===== config.mk =====
export PLATFORM = sky130hd
export DESIGN_NAME = adi2axis
export DESIGN_NICKNAME = d
export VERILOG_FILES = /design/src/rtl/adi2axis_pkg.sv /design/src/rtl/axis_sync_fifo.sv /design/src/rtl/adi2axis.sv
export SDC_FILE = /design/constraint.sdc
export NUM_CORES = 1
export LEC_CHECK = 0
export CORE_MARGIN = 10
export CORE_UTILIZATION = 45
export CTS_CLUSTER_DIAMETER = 30
export DETAILED_ROUTE_END_ITERATION = 8
export PLACE_DENSITY = 0.63
export SYNTH_ARGS = -nofsm -noshare
export SYNTH_HDL_FRONTEND = slang
export SYNTH_HIERARCHICAL = 1
export SYNTH_SLANG_ARGS = --single-unit

===== constraint.sdc =====
create_clock -name AXIS_ACLK -period 10.35 [get_ports AXIS_ACLK]
set_input_delay 1.035 -clock AXIS_ACLK [delete_from_list [all_inputs] [get_ports AXIS_ACLK]]
set_output_delay 1.035 -clock AXIS_ACLK [all_outputs]
set_load 0.01 [all_outputs]

===== src/rtl/adi2axis_pkg.sv =====
// rtl/adi2axis_pkg.sv - shared constants for the ADI DMA to AXI-Stream bridge
package adi2axis_pkg;

  // Width of the beat counter and latched packet length
  localparam int PKT_CNT_W = 16;

  // Write-side FSM encoding
  localparam logic [0:0] ST_WAIT_SYNC = 1'b0;
  localparam logic [0:0] ST_RUN       = 1'b1;

endpackage


===== src/rtl/axis_sync_fifo.sv =====
// rtl/axis_sync_fifo.sv - first-word-fall-through synchronous FIFO
module axis_sync_fifo #(
  parameter int DATA_WIDTH = 65,
  parameter int ADDR_WIDTH = 4
) (
  input  logic                  clk,
  input  logic                  rst_n,
  input  logic                  wr_en,
  input  logic [DATA_WIDTH-1:0] wr_data,
  output logic                  full,
  input  logic                  rd_en,
  output logic [DATA_WIDTH-1:0] rd_data,
  output logic                  empty
);

  localparam int DEPTH = 1 << ADDR_WIDTH;
  localparam logic [ADDR_WIDTH:0] DEPTH_C = (ADDR_WIDTH + 1)'(DEPTH);

  logic [DATA_WIDTH-1:0] mem_q [DEPTH];
  logic [ADDR_WIDTH-1:0] wr_ptr_q, wr_ptr_d;
  logic [ADDR_WIDTH-1:0] rd_ptr_q, rd_ptr_d;
  logic [ADDR_WIDTH:0]   count_q, count_d;
  logic                  push, pop;

  assign full  = (count_q == DEPTH_C);
  assign empty = (count_q == '0);
  // Full is judged on the pre-edge count, so a same-cycle pop never frees a slot for the write
  assign push  = wr_en & ~full;
  assign pop   = rd_en & ~empty;
  // Head is forced to zero when empty so stale entries never leak onto the bus
  assign rd_data = empty ? '0 : mem_q[rd_ptr_q];

  // Pointer and occupancy next-state
  always_comb begin
    wr_ptr_d = wr_ptr_q;
    rd_ptr_d = rd_ptr_q;
    count_d  = count_q;
    if (push) wr_ptr_d = wr_ptr_q + 1'b1;
    if (pop)  rd_ptr_d = rd_ptr_q + 1'b1;
    case ({push, pop})
      2'b10:   count_d = count_q + 1'b1;
      2'b01:   count_d = count_q - 1'b1;
      default: count_d = count_q;
    endcase
  end

  // Storage array; contents need no reset because occupancy gates visibility
  always_ff @(posedge clk) begin
    if (push) mem_q[wr_ptr_q] <= wr_data;
  end

  // Pointer and occupancy registers
  always_ff @(posedge clk or negedge rst_n) begin
    if (!rst_n) begin
      wr_ptr_q <= '0;
      rd_ptr_q <= '0;
      count_q  <= '0;
    end else begin
      wr_ptr_q <= wr_ptr_d;
      rd_ptr_q <= rd_ptr_d;
      count_q  <= count_d;
    end
  end

endmodule


===== src/rtl/adi2axis.sv =====
// rtl/adi2axis.sv - ADI DMA write port to AXI4-Stream master with packet framing
module adi2axis
  import adi2axis_pkg::*;
#(
  parameter int C_M_AXIS_TDATA_NUM_BYTES = 8,
  parameter int C_FIFO_ADDR_WIDTH        = 4,
  parameter int C_WAIT_SYNC              = 1
) (
  input  logic                                  AXIS_ACLK,
  input  logic                                  AXIS_ARESETN,
  input  logic                                  dma_wr,
  input  logic                                  dma_sync,
  input  logic [8*C_M_AXIS_TDATA_NUM_BYTES-1:0] dma_data,
  output logic                                  dma_ovf,
  input  logic [PKT_CNT_W-1:0]                  pkt_len,
  output logic                                  M_AXIS_TVALID,
  input  logic                                  M_AXIS_TREADY,
  output logic [8*C_M_AXIS_TDATA_NUM_BYTES-1:0] M_AXIS_TDATA,
  output logic [C_M_AXIS_TDATA_NUM_BYTES-1:0]   M_AXIS_TSTRB,
  output logic                                  M_AXIS_TLAST
);

  localparam int W = 8 * C_M_AXIS_TDATA_NUM_BYTES;
  localparam logic [0:0] ST_RESET = (C_WAIT_SYNC != 0) ? ST_WAIT_SYNC : ST_RUN;

  logic [0:0]           state_q, state_d;
  logic [PKT_CNT_W-1:0] cnt_q, cnt_d;
  logic [PKT_CNT_W-1:0] len_q, len_d;
  logic [PKT_CNT_W-1:0] len_eff;
  logic                 ovf_q;
  logic                 capture, wr_req, fifo_full, fifo_empty, accept, drop, beat_last;
  logic [W:0]           fifo_rd_data;

  // While waiting for sync only the sync-qualified beat gets through
  assign capture = (state_q == ST_RUN) | dma_sync;
  assign wr_req  = dma_wr & capture;
  assign accept  = wr_req & ~fifo_full;
  assign drop    = wr_req & fifo_full;

  // Length is taken from pkt_len only at packet start; zero means single-beat packets
  assign len_eff   = (cnt_q == '0) ? ((pkt_len == '0) ? PKT_CNT_W'(1) : pkt_len) : len_q;
  assign beat_last = (cnt_q == len_eff - PKT_CNT_W'(1));

  // FSM, beat counter and length latch next-state
  always_comb begin
    state_d = state_q;
    cnt_d   = cnt_q;
    len_d   = len_q;
    if (state_q == ST_WAIT_SYNC && dma_wr && dma_sync) state_d = ST_RUN;
    if (accept) begin
      len_d = len_eff;
      cnt_d = beat_last ? '0 : cnt_q + PKT_CNT_W'(1);
    end
  end

  // Control registers
  always_ff @(posedge AXIS_ACLK or negedge AXIS_ARESETN) begin
    if (!AXIS_ARESETN) begin
      state_q <= ST_RESET;
      cnt_q   <= '0;
      len_q   <= '0;
      ovf_q   <= 1'b0;
    end else begin
      state_q <= state_d;
      cnt_q   <= cnt_d;
      len_q   <= len_d;
      ovf_q   <= drop;
    end
  end

  axis_sync_fifo #(
    .DATA_WIDTH (W + 1),
    .ADDR_WIDTH (C_FIFO_ADDR_WIDTH)
  ) u_fifo (
    .clk     (AXIS_ACLK),
    .rst_n   (AXIS_ARESETN),
    .wr_en   (wr_req),
    .wr_data ({beat_last, dma_data}),
    .full    (fifo_full),
    .rd_en   (M_AXIS_TREADY),
    .rd_data (fifo_rd_data),
    .empty   (fifo_empty)
  );

  assign dma_ovf       = ovf_q;
  assign M_AXIS_TVALID = ~fifo_empty;
  assign M_AXIS_TDATA  = fifo_rd_data[W-1:0];
  assign M_AXIS_TLAST  = fifo_rd_data[W];
  assign M_AXIS_TSTRB  = '1;

endmodule


# [Word level (Yosys, flattened, before mapping)]
# Memories as Yosys holds them, arrays and structs flattened.
# Cells that the tools add are included.
[totals] mem_count=1 regBits=47 output_inout_bits=75 ramBits=1040 wordCells=39
[op_classes] n_addsub=6 bitwise=8 n_eq_ne=4 n_reduce_logical=6 mux=7
[mem_list] memory="u_fifo.mem_q" words=16 word_bits=65 read_ports=1 rd_clocked_by_memory_dff=0 wr=1 line_no="axis_sync_fifo.sv:19" source="logic [DATA_WIDTH-1:0] mem_q [DEPTH];"
[op_table] op="$mux W65" n=1
[op_table] op="$mux W16" n=3
[op_table] op="$logic_not A16 Y1" n=2
[op_table] op="$add A16 B1 Y16 const B" n=1
[op_table] op="$eq A16 B16 Y1" n=1
[op_table] op="$sub A16 B1 Y16 const B" n=1
[op_table] op="$pmux W5 S2" n=1
[op_table] op="$add A4 B1 Y4 const B" n=2
[op_table] op="$add A5 B1 Y5 const B" n=1
[op_table] op="$eq A5 B5 Y1 const B" n=1
[op_table] op="$logic_not A5 Y1" n=1
[op_table] op="$sub A5 B1 Y5 const B" n=1
[op_table] op="$and A1 B1 Y1" n=4
[op_table] op="$not A1 Y1" n=3
[op_table] op="$eq A2 B1 Y1 const B" n=1
[op_table] op="$eq A2 B2 Y1 const B" n=1
[op_table] op="$logic_and A1 B1 Y1" n=2
[op_table] op="$mux W1" n=2
[op_table] op="$reduce_bool A2 Y1" n=1
[op_table] op="$or A1 B1 Y1" n=1

# [Longest topological paths before layout]
# Gate-level depths: netlist (run 1).
[logic_depth] depth_word=6 ltp_mapped=18 ltp_nobuf=16

# [Hierarchy]
# Netlist (run 1), hierarchy kept.
[modules_own_cells] mod="axis_sync_fifo" instances=1 cells_per_inst=1975 area_per_inst_um2=41602.4
[modules_own_cells] mod="adi2axis" instances=1 cells_per_inst=295 area_per_inst_um2=2665.1

# [Worst setup path before layout (run 1)]
# OpenSTA, ideal clock, no wires.
[synth_path] kind="input -> register" startpoint="input port dma_wr" endpoint="memory u_fifo.mem_q[3][0], enable pin" path_stages=5 arrival_time_ns=6.139 path_slack_ns=3.643 n_path_buf=0 cell_sequence="o21ai_0 > inv_1 > a21boi_2 > nand2_1 > nor3_1"
[synth_via] elab_chain_cells=4
[synth_rtl] element="from (decl)" line_no="adi2axis.sv:11" source="input logic dma_wr,"
[synth_rtl] element="$and A1 B1 Y1" line_no="adi2axis.sv:36" source="assign wr_req = dma_wr & capture;"
[synth_rtl] element="via wr_req" line_no="adi2axis.sv:31" source="logic capture, wr_req, fifo_full, fifo_empty, accept, drop, beat_last;"
[synth_rtl] element="$and A1 B1 Y1" line_no="axis_sync_fifo.sv:28" source="assign push = wr_en & ~full;"
[synth_rtl] element="$mux W1" line_no="axis_sync_fifo.sv:49" source="if (push) mem_q[wr_ptr_q] <= wr_data;"
[synth_rtl] element="$mux W1 (not written as such)" line_no="axis_sync_fifo.sv:49"
[synth_rtl] element="to (decl)" line_no="axis_sync_fifo.sv:19"
# The timed path passes the listed nets, and every way through them passes these cells.

# [Worst setup path after layout (run 1)]
[layout_path] startpoint="register u_fifo.rd_ptr_q[0]" endpoint="output port M_AXIS_TDATA[50]"
[layout_via] elab_chain_cells=2
[layout_rtl] element="from (decl)" line_no="axis_sync_fifo.sv:21" source="logic [ADDR_WIDTH-1:0] rd_ptr_q, rd_ptr_d;"
[layout_rtl] element="from (signal assigned)" line_no="axis_sync_fifo.sv:60" source="rd_ptr_q <= rd_ptr_d;"
[layout_rtl] element="$mem_v2 Z16 W65"
[layout_rtl] element="$mux W65" line_no="axis_sync_fifo.sv:31" source="assign rd_data = empty ? '0 : mem_q[rd_ptr_q];"
[layout_rtl] element="to (decl)" line_no="adi2axis.sv:18" source="output logic [8*C_M_AXIS_TDATA_NUM_BYTES-1:0] M_AXIS_TDATA,"
# Every way passes these cells.

==> results of run 1 <==
[cell usage after synthesis (all sizes together) (20+ instances only)]
cell | n | area, um^2
xnor2 | 32 | 280.3
edfxtp | 1040 | 31230
nor3 | 20 | 116.4
a211oi | 59 | 442.9
clkbuf | 35 | 132.6
mux2 | 141 | 1588
nor2 | 37 | 163.9
o21ai | 57 | 285.3
dfrtp | 47 | 1176
o32ai | 57 | 499.2
mux2i | 187 | 1872
mux4 | 164 | 3697
a22oi | 38 | 285.3
buf | 109 | 774.5
nand2 | 43 | 161.4
[layout by cell type, fill, tap and decap left out, drive strengths merged, types with 31 or more instances in the layout]
master / instances
dfrtp: 47
mux2i: 187
buf: 46
o21ai: 57
a211oi: 59
clkinv: 63
bufinv: 31
edfxtp: 1040
a22oi: 38
clkbuf: 205
nand2: 43
mux2: 141
clkdlybuf4s50: 150
o32ai: 57
xnor2: 32
nor2: 37
mux4: 164
[registers in the layout, summed over array words and instances (netlist names)]
| signal | cells |
|---|---|
| u_fifo/wr_ptr_q | 4 |
| u_fifo/rd_ptr_q | 4 |
| cnt_q | 16 |
| state_q | 1 |
| len_q | 16 |
| u_fifo/mem_q | 1040 |
| dma_ovf | 1 |
| u_fifo/count_q | 5 |
[cell type report]
cell class | count | area [um^2] | area share (%)
Sequential cell | 1087 | 32420 | 60.82
Antenna cell | 2 | 5.005 | 0.009389
Multi-Input combinational cell | 1032 | 11070 | 20.77
Clock buffer | 205 | 4648 | 8.720
Tap cell | 1276 | 1597 | 2.995
Inverter | 14 | 52.55 | 0.09859
Clock inverter | 127 | 1632 | 3.061
Timing Repair Buffer | 196 | 1882 | 3.530
[worst min-delay path by stage]
stage,start,endpoint,cells past startpoint
after detailed placement,state_q$_DFFE_PN0P_,state_q$_DFFE_PN0P_,1
final,AXIS_ARESETN,len_q[12]$_DFFE_PN0P_,2
after CTS,AXIS_ARESETN,len_q[12]$_DFFE_PN0P_,2
after global routing,AXIS_ARESETN,len_q[12]$_DFFE_PN0P_,2
after global placement,state_q$_DFFE_PN0P_,state_q$_DFFE_PN0P_,1
after floorplan,state_q$_DFFE_PN0P_,state_q$_DFFE_PN0P_,1
[power by group]
part	leakage, nW	total (W)	internal, W	switching (W)
logic	4.71	0.00440	0.00199	0.00241
registers	9.99	0.00558	0.00529	0.000295
clock network	3.01	0.00606	0.00401	0.00206
total	17.7	0.0160	0.0113	0.00476
[worst max-delay path: stages, from the launching register on]
cell and delay, ns:
dfrtp_4 1.09, buf_4 0.87, buf_12 0.61, mux2i_1 0.17
a22oi_1 0.20, o21ai_1 0.10, o32ai_1 0.65, clkdlybuf4s50_1 0.67
[kinds of logic (layout without fill, tap and decap cells)]
kind of cell	after synthesis	count (layout)
compound gates	284	284
xor+xnor	43	43
fa+ha+maj	12	12
buf+inv	158	542
flops	1087	1087
mux	492	492
other cells	1	10
simple gates	193	193
[per-stage QoR]
step	worst slack, ns	cell area, um^2	total power (W)	utilization (%)	std cells
floorplan	3.643	44290	0.008502	-	2277
global placement	4.029	47020	0.01006	48.41	3605
detailed placement	3.816	47020	0.01013	48.41	3605
CTS	3.937	53300	0.01624	54.87	3937
global route	3.734	53300	0.01672	54.88	3939
finish	4.040	53300	0.01605	54.88	3939
[metal layers]
metal  vias up  share of wire (%)  global-route usage, %
li1       9922                  -                      -
met1     12110                 42                  24.77
met2       755                 49                  30.79
met3       198                6.5                  4.448
met4        16                2.6                  6.490
met5         -               0.10                      0
==> qor.txt, run 1 <==
run status -> completed
Die Ht -> 333.6 um
mux contribution to synthesized area -> 16.17%
Via Count -> 23010
power per cell area -> 301.1 nW/um^2
hpwl dp -> 54740 um
# resized after CTS -> 0
initial antenna violation count -> 11
core area -> 97140 um^2
first-pass GRT wire length -> 157900 um
Worst R2R End -> cnt_q[15]$_DFFE_PN0P_
CP required -> 9.32 ns
Final Cycle Share -> 60.97%
Slew @ Worst Pin -> 1.152 ns
Clock Tree Buf Depth -> 3
share of layout cells above drive strength 1 -> 26.27%
routed vias/inst -> 5.840
CTS HTree Levels -> 4
total wire length -> 105800 um
initial DRC count -> 1894
compound-cell area share of the yosys netlist -> 4.765%
Peak VDD IR -> 0.0003167 V
setup clock skew after layout -> 0.03231 ns
synthesized area -> 44270 um^2
leakage -> 17.71 nW
# Max-Cap Violations -> 0
syn avg cell area -> 19.50 um^2
Post-synth EDFFs -> 1040
crit path launch -> u_fifo/rd_ptr_q[0]$_DFFE_PN0P_
Post-Synth XOR/XNOR Area -> 0.8508%
number of distinct library cells after synthesis -> 77
die area -> 111300 um^2
root buffer selected by CTS -> clkbuf_16
# Post-CTS Setup Buffers -> 0
Port Buffers -> 151
largest family of logic cells by synthesized area -> multiplexers
Hold WC Path Type -> in2async
clock-pin transition on the worst setup and hold timing paths -> 0.05 ns
critical path arrival -> 5.28 ns
commonest register cell after synthesis -> edfxtp_1
floorplan die width -> 333.6 um
GRT Resource Usage Total -> 18.90%
Fmax -> 0.1585 GHz
Nets -> 2607
peak fanout along the critical path -> 94
IO Count -> 160
Remaining DRCs -> 0
hold buffers post-CTS -> 0
Detailed Routing Iterations Pass 1 -> 5
Max-slew headroom -> 22.13%
Gate Count Post-Synth -> 2270
Clock Latency Late Sink -> 0.75 ns
largest net degree at the start of global routing -> 124
register-to-register path setup slack -> 4.36 ns
hold slack -> 0.4081 ns
post-route ant nets -> 0
crit end category -> output port
Area Growth Syn to Fin -> 20.41%
r2r worst-path depth -> 14
Synth Area in Adders -> 0.3392%
async set-reset flop share out of synthesis -> 4.324%
r2r startpoint -> cnt_q[6]$_DFFE_PN0P_
CP startpoint kind -> flop
RSZ-0062 raised after global routing -> false
Final Max Slew Viols -> 0
worst setup path end -> M_AXIS_TDATA[50]
vias in the first global route -> 24270
GRT overflow -> 0
synth warn -> 6
WS Path Type -> reg2out
Synth Area in Simple Gates -> 2.496%
TritonCTS clock tree -> done
Clock Sinks -> 1087
Final setup violation count -> 0
Initial Util -> 45.57%
Placer Congestion -> 0.8457
Yosys reg bits -> 1087
WL/cell -> 26.86 um
Hold Fails Final Rpt -> 0
TritonCTS Buffers -> 179
fill cell count -> 7298
sequential fraction of the synthesis area -> 73.21%
Final min period -> 6.310 ns
Core Rows -> 114
final setup TNS -> 0 ns
Note: power is estimated with default switching activity, not from simulation.
==> run 2: changes to the inputs <==
--- a/config.mk
+++ b/config.mk
@@ -9,7 +9,7 @@
 export CORE_UTILIZATION = 45
 export CTS_CLUSTER_DIAMETER = 30
 export DETAILED_ROUTE_END_ITERATION = 8
-export PLACE_DENSITY = 0.63
+export PLACE_DENSITY = 0.65
 export SYNTH_ARGS = -nofsm -noshare
 export SYNTH_HDL_FRONTEND = slang
 export SYNTH_HIERARCHICAL = 1
==> constraint.sdc (replaced) <==
create_clock -name AXIS_ACLK -period 5.7 [get_ports AXIS_ACLK]
set_input_delay 0.57 -clock AXIS_ACLK [delete_from_list [all_inputs] [get_ports AXIS_ACLK]]
set_output_delay 0.57 -clock AXIS_ACLK [all_outputs]
set_load 0.01 [all_outputs]
==> qor.txt, run 2 (synthesis results as in run 1) <==
Nets -> 2626
Via Count -> 23020
first-pass GRT wire length -> 157400 um
Final Max Slew Viols -> 0
post-route ant nets -> 0
pre-CTS WS -> 0.2598 ns
peak fanout along the critical path -> 24
# Post-CTS Setup Buffers -> 0
largest net degree at the start of global routing -> 172
Switching Fraction -> 30.11%
power per cell area -> 549.5 nW/um^2
Area Growth Syn to Fin -> 21.52%
CTS HTree Levels -> 4
crit-path max cell delay -> 1.07 ns
initial DRC count -> 1926
WS Path Type -> reg2reg
TritonCTS Buffers -> 190
combinational fraction of design power -> 27.1%
biggest regs -> u_fifo/mem_q: 1040 flops, cnt_q: 16 flops, len_q: 16 flops
clock network power share -> 38.6%
leakage -> 17.95 nW
total wire length -> 105300 um
root buffer selected by CTS -> clkbuf_16
Int Power -> 0.02066 W
max reg flops -> 1040
TritonCTS clock tree -> done
RSZ-0062 raised after global routing -> false
Core Rows -> 114
hpwl dp -> 55530 um
routed vias/inst -> 5.797
initial antenna violation count -> 13
share of layout cells above drive strength 1 -> 27.33%
Final setup violation count -> 0
Initial Util -> 45.57%
Placer Congestion -> 0.8146
Final Cycle Share -> 93.55%
critical path arrival -> 5.97 ns
CP top delay family -> simple AND/OR/NAND/NOR gates
IO Count -> 160
commonest non-fill, non-tap cell in the layout -> edfxtp_1
Cell Chain, Critical Path -> nor4_1 -> nand4_1 -> a311o_1 -> o21ai_0 -> ha_1 -> nor4b_1 -> a31oi_1 -> nor3_1 -> o21ai_0 -> or4_4 -> nor4_4 -> buf_4 -> nor4b_1 -> a211o_1
CP required -> 6.33 ns
floorplan die width -> 333.6 um
Flop pwr share -> 34.3%
Peak VDD IR -> 0.0004642 V
final setup TNS -> 0 ns
Most flops, register -> u_fifo/mem_q
Hold WC Path Type -> in2reg
Clock Tree Buf Depth -> 3
Clock Latency Late Sink -> 0.75 ns
WL/cell -> 26.51 um
vias in the first global route -> 24550
Max stage delay cell, worst path -> nor4b_1
die area -> 111300 um^2
Net Sw Power -> 0.008898 W
worst setup margin -> 0.3676 ns
fin util -> 55.38%
Max-slew headroom -> 11.35%
# Max-Cap Violations -> 0
clock-pin transition on the worst setup and hold timing paths -> 0.04 ns
Final min period -> 5.332 ns
run status -> completed
Die Ht -> 333.6 um
fill cell count -> 7179
Hold Fails Final Rpt -> 0
Buf/Inv on CP -> 1
GRT Resource Usage Total -> 18.74%
setup clock skew after layout -> 0.02545 ns
commonest cells after routing, fill and taps aside -> edfxtp_1, clkbuf_16, mux2i_1, mux4_2, clkdlybuf4s50_1
Slew @ Worst Pin -> 1.311 ns
crit end category -> flop
Detailed Routing Iterations Pass 1 -> 5
core area -> 97140 um^2
Port Buffers -> 151
GRT overflow -> 0
Clock Sinks -> 1087
Fmax -> 0.1875 GHz
Remaining DRCs -> 0
CP startpoint kind -> flop
## run 2: cell count changes in the layout (fill, tap and decap cells not counted), sizes merged
cell         change
buf              +7
bufinv           -4
clkinv          +12
dlygate4sd3      +1
inv             +16
## run 2: final timing paths
path / slack [ns] / to / startpoint / cells past startpoint
setup / recovery: 0.37 / cnt_q[2]$_DFFE_PN0P_ / cnt_q[9]$_DFFE_PN0P_ / 14
hold / removal: 0.42 / state_q$_DFFE_PN0P_ / dma_wr / 2
hold reg to reg: 0.45 / state_q$_DFFE_PN0P_ / state_q$_DFFE_PN0P_ / 1
setup reg to reg: 0.37 / cnt_q[2]$_DFFE_PN0P_ / cnt_q[9]$_DFFE_PN0P_ / 14
max in group asynchronous: 4.69 / u_fifo/rd_ptr_q[2]$_DFFE_PN0P_ / AXIS_ARESETN / 3
min in group asynchronous: 0.46 / len_q[5]$_DFFE_PN0P_ / AXIS_ARESETN / 3
## run 2: worst register-to-register path, delay by kind of cell (launching register included)
kind | cells | cell delay, ns
simple gates | 7 | 2.94
compound gates | 5 | 1.16
flops | 1 | 0.45
fa+ha+maj | 1 | 0.36
buf+inv | 1 | 0.30
## run 2: layout make-up
cell class / instances / area [um^2] / area share (%)
Sequential cell: 1087 / 32420 / 60.26
Multi-Input combinational cell: 1032 / 11100 / 20.63
Inverter: 14 / 52.55 / 0.09769
Tap cell: 1276 / 1597 / 2.968
Clock inverter: 151 / 1794 / 3.336
Timing Repair Buffer: 204 / 2019 / 3.754
Clock buffer: 205 / 4811 / 8.944
Antenna cell: 2 / 5.005 / 0.009304
## run 2: power by group through the flow
stage          Clock [W]  Sequential [W]  Combinational [W]
6_report          0.0114          0.0101            0.00801
4_1_cts           0.0116          0.0101            0.00815
3_5_place_dp           0          0.0103            0.00811
3_3_place_gp           0          0.0102            0.00804
5_1_grt           0.0120          0.0102            0.00858
2_1_floorplan          0         0.00993            0.00550
## run 2: timing repair
item,CTS,global route
hold buffers,1,0
resized for setup,0,0
setup endpoints to repair,0,0
hold endpoints to repair,47,0
## run 2: per-layer routing
metal / track usage, % / wire (um) / share of wire [%] / up-vias
met1: 24.02 / 42760 / 41 / 12040
met5: 0 / 119 / 0.11 / -
met2: 31.29 / 53070 / 50 / 782
met4: 6.167 / 2407 / 2.3 / 16
met3: 4.366 / 6927 / 6.6 / 198
li1: - / - / - / 9981
## run 2: stage by stage
step	hold slack [ns]	instances	instance area, um^2	total power, W
floorplan	0.2744	2277	44310	0.01543
global placement	0.4351	3612	47170	0.01827
detailed placement	0.4475	3612	47170	0.01839
CTS	0.3715	3969	53790	0.02987
global route	0.4004	3970	53790	0.03074
finish	0.4242	3971	53790	0.02956
